File: config.mk
export PLATFORM = sky130hd
export DESIGN_NAME = fifo_frame_reader
export DESIGN_NICKNAME = d
export VERILOG_FILES = /design/src/rtl/fifo_frame_reader.sv
export SDC_FILE = /design/constraint.sdc
export NUM_CORES = 1
export LEC_CHECK = 0
export ABC_AREA = 1
export CORE_ASPECT_RATIO = 1.4
export CORE_UTILIZATION = 30
export CTS_CLUSTER_DIAMETER = 120
export DETAILED_ROUTE_END_ITERATION = 10
export HOLD_SLACK_MARGIN = 0.05
export PLACE_DENSITY = 0.59
export SLEW_MARGIN = 30
export SYNTH_ARGS = -nofsm -noshare
export SYNTH_HDL_FRONTEND = slang
export SYNTH_SLANG_ARGS = --single-unit
File: constraint.sdc
create_clock -name clock -period 5.6 [get_ports clock]
set_clock_uncertainty 0.1 [all_clocks]
set_input_delay 0.56 -clock clock [delete_from_list [all_inputs] [get_ports clock]]
set_output_delay 0.56 -clock clock [all_outputs]
set_load 0.05 [all_outputs]
File: src/rtl/fifo_frame_reader.sv
// Drains a standard-mode FIFO read port into a framed valid/ready stream.
// Reads are paced so the 4-entry buffer always has room for in-flight data.
module fifo_frame_reader #(
  parameter int DATA_WIDTH      = 16,
  parameter int MAX_FRAME_WORDS = 1024,
  parameter int SKID_DEPTH      = 4,
  localparam int LW = $clog2(MAX_FRAME_WORDS + 1),
  localparam int PW = $clog2(SKID_DEPTH)
) (
  input  logic                  clock,
  input  logic                  reset_n,
  input  logic                  fifo_empty,
  input  logic [DATA_WIDTH-1:0] fifo_read_data,
  input  logic                  fifo_read_data_valid,
  output logic                  fifo_read_enable,
  input  logic [LW-1:0]         frame_words,
  output logic [DATA_WIDTH-1:0] stream_data,
  output logic                  stream_valid,
  input  logic                  stream_ready,
  output logic                  stream_last,
  output logic [15:0]           frames_sent,
  output logic                  protocol_error
);

  typedef enum logic {IDLE, IN_FRAME} state_t;

  logic [DATA_WIDTH-1:0] mem_q [SKID_DEPTH];
  logic [DATA_WIDTH-1:0] mem_d [SKID_DEPTH];
  logic [PW-1:0]         wptr_q, wptr_d;
  logic [PW-1:0]         rptr_q, rptr_d;
  logic [PW:0]           occ_q, occ_d;
  logic                  inflight_q, inflight_d;
  logic                  en_q, en_d;
  logic                  err_q, err_d;
  state_t                state_q, state_d;
  logic [LW-1:0]         len_q, len_d;
  logic [LW-1:0]         idx_q, idx_d;
  logic [15:0]           frames_q, frames_d;

  logic [PW+1:0]         pending;
  logic [LW-1:0]         fw_clamped;
  logic [LW-1:0]         len_eff;
  logic                  push;
  logic                  pop;

  // Read pacing from registered state only; en_q holds reads off in reset.
  always_comb begin
    pending = {1'b0, occ_q} + {{(PW+1){1'b0}}, inflight_q};
    fifo_read_enable = en_q && !fifo_empty
                       && (pending < (PW+2)'(3));
  end

  // Head presentation and frame-length selection.
  always_comb begin
    fw_clamped = frame_words;
    if (frame_words == '0) begin
      fw_clamped = LW'(1);
    end else if (frame_words > LW'(MAX_FRAME_WORDS)) begin
      fw_clamped = LW'(MAX_FRAME_WORDS);
    end
    len_eff      = (state_q == IDLE) ? fw_clamped : len_q;
    stream_valid = (occ_q != '0);
    stream_data  = mem_q[rptr_q];
    stream_last  = stream_valid && (idx_q == len_eff - LW'(1));
    push         = fifo_read_data_valid && inflight_q;
    pop          = stream_valid && stream_ready;
    frames_sent    = frames_q;
    protocol_error = err_q;
  end

  // Buffer, pointer, occupancy and frame next-state logic.
  always_comb begin
    mem_d      = mem_q;
    wptr_d     = wptr_q;
    rptr_d     = rptr_q;
    occ_d      = occ_q;
    inflight_d = fifo_read_enable;
    en_d       = 1'b1;
    err_d      = err_q;
    state_d    = state_q;
    len_d      = len_q;
    idx_d      = idx_q;
    frames_d   = frames_q;
    if (fifo_read_data_valid && !inflight_q) begin
      err_d = 1'b1;
    end
    if (push) begin
      mem_d[wptr_q] = fifo_read_data;
      wptr_d = wptr_q + PW'(1);
    end
    if (pop) begin
      rptr_d = rptr_q + PW'(1);
    end
    unique case ({push, pop})
      2'b10:   occ_d = occ_q + (PW+1)'(1);
      2'b01:   occ_d = occ_q - (PW+1)'(1);
      default: occ_d = occ_q;
    endcase
    if (state_q == IDLE && stream_valid) begin
      len_d = fw_clamped;
    end
    if (pop) begin
      if (stream_last) begin
        state_d  = IDLE;
        idx_d    = '0;
        frames_d = frames_q + 16'd1;
      end else begin
        state_d = IN_FRAME;
        idx_d   = idx_q + LW'(1);
      end
    end
  end

  // State registers; reset discards buffered and in-flight words.
  always_ff @(posedge clock or negedge reset_n) begin
    if (!reset_n) begin
      mem_q      <= '{default: '0};
      wptr_q     <= '0;
      rptr_q     <= '0;
      occ_q      <= '0;
      inflight_q <= 1'b0;
      en_q       <= 1'b0;
      err_q      <= 1'b0;
      state_q    <= IDLE;
      len_q      <= LW'(1);
      idx_q      <= '0;
      frames_q   <= '0;
    end else begin
      mem_q      <= mem_d;
      wptr_q     <= wptr_d;
      rptr_q     <= rptr_d;
      occ_q      <= occ_d;
      inflight_q <= inflight_d;
      en_q       <= en_d;
      err_q      <= err_d;
      state_q    <= state_d;
      len_q      <= len_d;
      idx_q      <= idx_d;
      frames_q   <= frames_d;
    end
  end

endmodule

### Yosys cells after proc, flatten, opt, wreduce, memory -nomap -nowiden

Index checks and enable logic that the tools add are counted.

* ROM bits: 0
* output and inout port bits: 36
* latch bits: 0
* bits in writable memories: 0
* input bits: 32
* word-level logic and storage cells: 59
* memories kept: 0
* register bits after elaboration: 113

* reductions and logical operators: 14
* add/subtract/negate cells: 8
* div/mod/pow operators: 0
* eq/ne operators: 3
* order comparisons: 5
* shifts and indexed selects: 0
* bitwise logic cells: 3
* multiplexer cells: 12
* $mul: 0

Operators with widths (count)
* 64-bit bitwise mux: 1
* 16-bit two-way mux: 3
* 11-bit two-way mux: 4
* 16-bit binary-select mux with 2-bit select: 1
* 16-bit demux with 2-bit select: 1
* 16-bit by 1-bit adder with 16-bit output, second input constant: 1
* 11-bit by 1-bit adder with 11-bit output, second input constant: 1
* 11-bit equality test: 1
* 11-bit > comparator, second input constant: 1
* 11-bit logical NOT: 1
* 11-bit by 1-bit subtractor with 11-bit output, second input constant: 1
* 1-bit logical AND: 8
* 3-bit >= comparator, second input constant: 2
* 2-bit NOT with 3-bit output: 2
* 3-bit one-hot mux with 2 select lines: 1
* 2-bit by 1-bit adder with 2-bit output, second input constant: 2
* 3-bit by 1-bit adder with 4-bit output: 1
* 4-bit by 2-bit less-than comparator with 1-bit output, second input constant: 1
* 3-bit by 1-bit adder with 3-bit output, second input constant: 1
* 3-bit by 1-bit less-than comparator with 1-bit output, second input constant: 1
* 3-bit nonzero test: 1
* 3-bit by 1-bit subtractor with 3-bit output, second input constant: 1
* 2-bit by 1-bit equality test with 1-bit output, second input constant: 1
* 2-bit equality test, second input constant: 1
* other kinds (5): 6

### Longest topological paths before layout

* word-level depth: 8
* mapped depth: 22
* gate-level depth less buffers: 21

### Least setup slack after synthesis

No wires, ideal clock.

* kind: input to output
* start point: in frame_words[4]
* end point: out stream_last
* stages: 16
* path buffers: 0
* arrival: 2.659 ns
* slack: 2.281 ns
* cells stage by stage: nor2_1 -> nand3_1 -> o21bai_4 -> nand3_1 -> nand2_1 -> inv_1 -> ha_1 -> xor2_1 -> nand2_1 -> a21oi_1 -> nand2_1 -> nor2_1 -> nand2_1 -> nor2_4 -> nand3_1 -> inv_1

* longest elaborated chain between the ends: 7

Ends and longest elaborated chain
* from (decl): line 16 `input logic [LW-1:0] frame_words,`
* 11-bit > comparator: line 58 `end else if (frame_words > LW'(MAX_FRAME_WORDS)) begin`
* 11-bit two-way mux: line 58
* 11-bit two-way mux (*): line 56 `if (frame_words == '0) begin`
* 11-bit two-way mux (*): line 61 `len_eff = (state_q == IDLE) ? fw_clamped : len_q;`
* 11-bit by 1-bit subtractor with 11-bit output (*): line 64 `stream_last = stream_valid && (idx_q == len_eff - LW'(1));`
* 11-bit equality test (*): line 64
* 1-bit logical AND (*): line 64
* to (decl): line 20 `output logic stream_last,`

Every way passes the cells marked *; elsewhere a longest branch is shown, timed or not.

### Final worst setup path

* start point: in frame_words[5]
* end point: out stream_last

The elaborated chain is that of the path after synthesis.

==> PnR_summary.wiki <==
{| class="wikitable"
! Metric !! Value
|-
| Portion of netlist area occupied by mux cells || 0%
|-
| Area fraction in compound gates after synthesis || 11.9%
|-
| Number of optimization iterations in the first detailed-route pass || 5
|-
| Most used DFF post-synth || sky130_fd_sc_hd__dfrtp_1
|-
| Max_slew headroom || 43.0%
|-
| Top fanout value on the critical path || 15
|-
| Max_cap viols || 0
|-
| Largest stage delay on the critical path || 790 ps
|-
| Clock tree from TritonCTS || done
|-
| Cells along the critical path || clkdlybuf4s50_1 > nor2_1 > nand3_1 > o21bai_4 > nand3_1 > nand2_1 > inv_1 > ha_1 > xor2_1 > nand2_1 > a21oi_1 > nand2_1 > nor2_1 > nand2_1 > nor2_4 > nand3_1 > inv_1 > clkdlybuf4s50_1
|-
| Largest area contributor in the netlist || sky130_fd_sc_hd__dfrtp_1
|-
| GRT Resource Usage Total || 15.6%
|-
| Finished Cell Area || 0.00744 mm²
|-
| Max rail drop VDD || 0.392 mV
|-
| Number of fill cells in the layout || 1978
|-
| Boundary Pins || 68
|-
| IO Port Bufs || 67
|-
| Number of nets with antenna violations after detailed routing || 0
|-
| Worst setup path category || primary input to primary output
|-
| Cell repeated most along the worst path || sky130_fd_sc_hd__nand2_1
|-
| Initial standard-cell utilization of the core || 30.8%
|-
| Finish-stage setup viols || 0
|-
| Initial antenna violation count || 0
|-
| Vias after detailed routing || 5058
|-
| Kind of end point of the critical path || primary output
|-
| Critical path's top delay family || buffers and inverters
|-
| Sequential fraction of the synthesis area || 47.5%
|-
| Part of the cycle the worst path needs || 85.8%
|-
| Clock period minus worst slack || 4800 ps
|-
| Half-perimeter wire length after placement || 9920 µm
|-
| Worst setup slack after layout || 798 ps
|-
| Post-Synthesis Cells || 757
|-
| Count of flip-flops with a built-in enable after synthesis || 0
|-
| Root buffer selected by CTS || sky130_fd_sc_hd__clkbuf_16
|-
| Num rows || 60
|-
| Data required time at the worst endpoint || 4940 ps
|-
| Grt peak-use layer || met2
|-
| Core region area || 0.0193 mm²
|-
| Leakage power || 0.00352 µW
|-
| Top cells by area, synth || sky130_fd_sc_hd__dfrtp_1, sky130_fd_sc_hd__nand2_1, sky130_fd_sc_hd__o21ai_0, sky130_fd_sc_hd__nor2_1, sky130_fd_sc_hd__inv_1
|-
| Vertical extent of the die || 169 µm
|-
| Outcome || completed
|-
| Count of unresolved DRC violations after routing || 0
|-
| Minimum hold slack || 375 ps
|-
| Buffering stage count on the worst path with inverters included || 4
|-
| Final total power || 4240 µW
|-
| Routability cong. || 0.823
|-
| Vias in the first global route || 5219
|-
| Summed instance area of the synthesized netlist || 0.00595 mm²
|-
| Global Route met2 Usage || 28.4%
|-
| Clock Sink Count || 113
|-
| Initial DRC Count || 258
|-
| Yosys synthesis warning count || 0
|-
| DRT Wirelength || 14600 µm
|-
| Slowest stage cell on the critical path || sky130_fd_sc_hd__clkdlybuf4s50_1
|-
| Global route total overflow || 0
|-
| Final Hold Fails || 0
|-
| Post-synth ARST share || 100%
|-
| Layout overhead on the synthesized area || 25.0%
|-
| Buffer depth of the longest clock path || 2
|-
| Synth cell types || 35
|-
| Global routing usage on met1 || 17.8%
|-
| TritonCTS buffer count || 17
|-
| Routed via count divided by cell count || 4.69
|-
| Largest net degree at the start of global routing || 67
|-
| Main combinational cell family by area after synthesis || simple AND/OR/NAND/NOR gates
|-
| Transition time at the pin with the least slew margin || 853 ps
|-
| Final TNS setup || 0 ps
|-
| Clock Pin Slew Worst Setup and Hold Paths || 50 ps
|-
| Post-Synthesis Mean Instance Area || 7.86 µm²
|-
| Clk_lat worst skew || 410 ps
|-
| Critical R2R Launch || state_q
|-
| CP Data Arrival Time || 4140 ps
|-
| PwrDens || 570 mW/mm²
|-
| Global-route track usage on met3 || 3.47%
|-
| Final slew viol count || 0
|-
| Post-synthesis sequential element count || 113
|-
| HP Class || flip-flop to flip-flop
|-
| Deepest level of the CTS H-tree || 4
|-
| Adder and majority gate portion of the synthesized area || 2.44%
|-
| Wirelength per Cell || 13.6 µm
|-
| Area share of the largest cell type after synthesis || 47.1%
|-
| Setup slack at placement || 810 ps
|-
| Count of inserted antenna diode cells || 0
|-
| Simple-Gate Fraction of Synth Area || 27.2%
|-
| Startpoint types || primary input
|-
| Number of setup buffers added after CTS || 0
|-
| First-pass GRT wire length || 25200 µm
|-
| Fin nets || 861
|-
| Ratio of cells with drive above 1 in the final layout || 8.42%
|-
| Xor and xnor fraction of the mapped netlist area || 4.25%
|-
| Max Freq || 208 MHz
|-
| Die outline width || 121 µm
|-
| Post-Synthesis Net Count || 800
|-
| RSZ-0062 raised after global routing || no
|-
| DIE AREA || 0.0204 mm²
|-
| Cell area after placement || 0.00681 mm²
|-
| Critical path startpoint || frame_words[5]
|-
| Beginning of the worst hold path || len_q[0]
|}
[area by class of cell]
class / count / area (µm²) / area share (%)
flip-flops and latches: 113 / 2830 / 38.0
multi-input cells: 549 / 2740 / 36.9
repair buffers: 71 / 713 / 9.58
clock buffers: 20 / 467 / 6.27
well taps: 248 / 310 / 4.17
inverters: 66 / 248 / 3.33
clock inverters: 12 / 133 / 1.78
[routing by layer]
layer,wire (µm),up-vias
li1,-,2585
met1,6420,2379
met2,7570,76
met3,416,18
met4,230,0
met5,0,-
[repair_timing]
item                                    4_1_cts  5_1_grt
resized for setup                             0        0
hold buffers                                  0        1
endpoints found under the setup margin        0        0
hold endpoints to repair                      0       32
[flip-flops by register name, summed over array words and instances, names as in the netlist]
| signal | cells |
|---|---|
| state_q | 1 |
| mem_q | 64 |
| en_q | 1 |
| len_q | 11 |
| frames_sent | 16 |
| wptr_q | 2 |
| idx_q | 11 |
| inflight_q | 1 |
| protocol_error | 1 |
| occ_q | 3 |
| rptr_q | 2 |
[worst reg2reg max path: cells and delay by family, from the launching register on]
family | cells | cell delay (ps)
DFF | 1 | 640
and+or+nand+nor | 12 | 2010
adders and majority gates | 1 | 190
buffers and inverters | 1 | 220
[kinds of logic (layout without fill, tap and decap cells)]
| family | Yosys count | count (layout) |
|---|---|---|
| AO/OA/AOI/OAI | 133 | 133 |
| XOR/XNOR | 28 | 28 |
| adder cells (fa/ha/maj) | 11 | 11 |
| buffers and inverters | 95 | 169 |
| flip-flops | 113 | 113 |
| other | 1 | 1 |
| AND/OR/NAND/NOR | 376 | 376 |
[power breakdown]
group | internal (µW) | switching, µW | total (µW)
clock network | 689 | 388 | 1080
logic | 631 | 1230 | 1860
registers | 1100 | 196 | 1300
total | 2420 | 1820 | 4240
[cell usage after synthesis (3+ instances only)]
cell type / instances
sky130_fd_sc_hd__nand4_1: 21
sky130_fd_sc_hd__nand2_2: 6
sky130_fd_sc_hd__xor2_1: 20
sky130_fd_sc_hd__clkbuf_1: 21
sky130_fd_sc_hd__ha_1: 10
sky130_fd_sc_hd__nor2_1: 72
sky130_fd_sc_hd__inv_1: 63
sky130_fd_sc_hd__nor3_1: 7
sky130_fd_sc_hd__o21ai_0: 106
sky130_fd_sc_hd__nand3_2: 3
sky130_fd_sc_hd__nor2_2: 8
sky130_fd_sc_hd__nand3_1: 38
sky130_fd_sc_hd__inv_2: 3
sky130_fd_sc_hd__buf_2: 3
sky130_fd_sc_hd__buf_6: 4
sky130_fd_sc_hd__o21ai_1: 3
sky130_fd_sc_hd__xnor2_1: 7
sky130_fd_sc_hd__o22ai_1: 18
sky130_fd_sc_hd__nand2_1: 213
sky130_fd_sc_hd__dfrtp_1: 112
[cells in the final DEF (no fill, tap or decap), types with 17 or more instances in the layout]
cell type	synthesis	final
sky130_fd_sc_hd__clkbuf_16	0	17
sky130_fd_sc_hd__clkdlybuf4s50_1	0	66
sky130_fd_sc_hd__dfrtp_1	112	112
sky130_fd_sc_hd__inv_1	63	62
sky130_fd_sc_hd__nand2_1	213	209
sky130_fd_sc_hd__nand3_1	38	38
sky130_fd_sc_hd__nand4_1	21	21
sky130_fd_sc_hd__nor2_1	72	72
sky130_fd_sc_hd__o21ai_0	106	106
sky130_fd_sc_hd__o22ai_1	18	18
sky130_fd_sc_hd__xor2_1	20	20
[final timing paths]
kind | endpoint | slack, ps | cells after the start
hold reg to reg | len_q[0] | 380 | 2
setup / recovery | stream_last | 800 | 18
max in group asynchronous | mem_q[61] | 3660 | 4
hold / removal | len_q[0] | 380 | 2
setup reg to reg | frames_sent[12] | 2390 | 14
min in group asynchronous | len_q[6] | 540 | 2
[per-stage QoR]
step	std cells	util, %
after floorplan	757	-
after detailed placement	1045	35.3
after global routing	1079	38.6
after CTS	1077	38.4
after global placement	1045	35.3
final	1079	38.6
Power figures use the tool's default switching activity.
==> patch (same flow settings) <==
Set the parameter `SKID_DEPTH` to 8 (it was 4).
--- a/src/rtl/fifo_frame_reader.sv
+++ b/src/rtl/fifo_frame_reader.sv
@@ -5,3 +5,3 @@
   parameter int MAX_FRAME_WORDS = 1024,
-  parameter int SKID_DEPTH      = 4,
+  parameter int SKID_DEPTH      = 8,
   localparam int LW = $clog2(MAX_FRAME_WORDS + 1),
Function: changed (a bounded check fails within 10 cycles, from zero or initial values and one cycle with reset_n low).
==> patch against the unedited design <==
Sequential power rose by 58%; synthesized cell count rose by 57%; power rose by 45%; non-clock buffer count rose by 8; die area rose by 54%; worst setup slack improved by 190 ps; routed wire length rose by 63%; area after synthesis rose by 55%; cell area rose by 46%; global-route usage rose by 0.38 points; via count rose by 56%; critical path depth fell by 1; sequential cell count rose by 67; largest cell class unchanged.
==> patch: results (changes against the unedited design) <==
metric;value;unit;change
startpoint;frame_words[1];;was frame_words[5]
routed_wl;23900;µm;was 14600 µm
grt_util_all_layers;16.0;%;was 15.6%
placed_cells;1595;;was 1045
max_stage_delay;810;ps;was 790 ps
synth_compound_area_share;14.9;%;was 11.9%
place_congestion;0.895;;was 0.823
pre_cts_slack;953;ps;was 810 ps
p_comb;2.82;mW;was 1.86 mW
outcome;finished clean;;unchanged
crit_path_max_fanout;10;;was 15
yosys-top-cells-area;dfrtp_1, nand2_1, o21ai_0;;unchanged
grt_max_degree;156;;was 67
drt_iter0_markers;464;;was 258
synth_cells;1186;;was 757
cts_hold_buffers;1;;was 0
placed_area;10300;µm²;was 6810 µm²
leakagePower;5.06;nW;was 3.52 nW
netlist_top_cells_count;nand2_1, o21ai_0, dfrtp_1;;was nand2_1, dfrtp_1, o21ai_0
path_clk_slew;70;ps;was 50 ps
fin_nets;1273;;was 861
largest_reg_flops;128;;was 64
reg2reg_depth;17;;was 14
place_hpwl;15600;µm;was 9920 µm
crit_family;buffers and inverters;;unchanged
p_int;3.45;mW;was 2.42 mW
vdd_drop_max;0.454;mV;was 0.392 mV
grt_pass1_vias;7805;;was 5219
crit_arrival;3950;ps;was 4140 ps
vias;7884;;was 5058
pg_clk;1.27;mW;was 1.08 mW
sequentialPower;2.06;mW;was 1.30 mW
drive_above_1_share;7.32;%;was 8.42%
clock_latency;430;ps;was 410 ps
wl_per_cell;14.7;µm;was 13.6 µm
## patch: cell types whose count changed in the layout (fill, tap and decap cells not counted), sizes merged, moves of 16 or more
cell | before | now
nand2 | 219 | 294
dfrtp | 112 | 179
nor2 | 82 | 169
inv | 67 | 104
o21ai | 110 | 213
a31oi | 0 | 16
nand3 | 41 | 61
## patch: layout make-up
cell class	instances	area [µm²]	area share [%]
multi-input cells	850	4100	37.7
inverters	102	383	3.52
well taps	385	482	4.42
repair buffers	79	790	7.25
clock inverters	13	195	1.79
clock buffers	19	433	3.97
flip-flops and latches	180	4510	41.4
## patch: worst reg2reg max path, cell delays in order, from the launching register on
cell and delay [ps]:
dfrtp_1 660, inv_2 270, or2_2 330, nand2_1 70
ha_1 150, nand2_1 60, clkinv_1 80, nand3_2 120
inv_2 130, nand2_1 60, nand3_1 110, nand2_1 70
nor2_1 140, nand3_1 130, nor2_4 340, nand3_1 120
nand2_1 80, nand2_1 40
## patch: cells by family (layout without fill, tap and decap cells)
group | after synthesis | after routing
compound gates | 256 | 256
other cells | 1 | 1
fa+ha+maj | 11 | 11
xor+xnor | 19 | 19
simple gates | 563 | 563
flops | 180 | 180
buf+inv | 156 | 213
## patch: layer usage
layer	track usage [%]	vias up	wire length [µm]
met2	27.7	155	11800
met1	19.9	3741	10800
met3	2.67	33	763
li1	-	3955	-
met5	0	-	0
met4	5.64	0	512
## patch: final timing paths
| kind | slack (ps) | endpoint |
|---|---|---|
| worst min-delay path | 370 | len_q[0] |
| max in group asynchronous | 3800 | mem_q[6] |
| worst max-delay path | 990 | stream_last |
| min in group asynchronous | 450 | len_q[2] |
| worst max register to register | 2430 | frames_sent[5] |
| worst min register to register | 370 | len_q[0] |
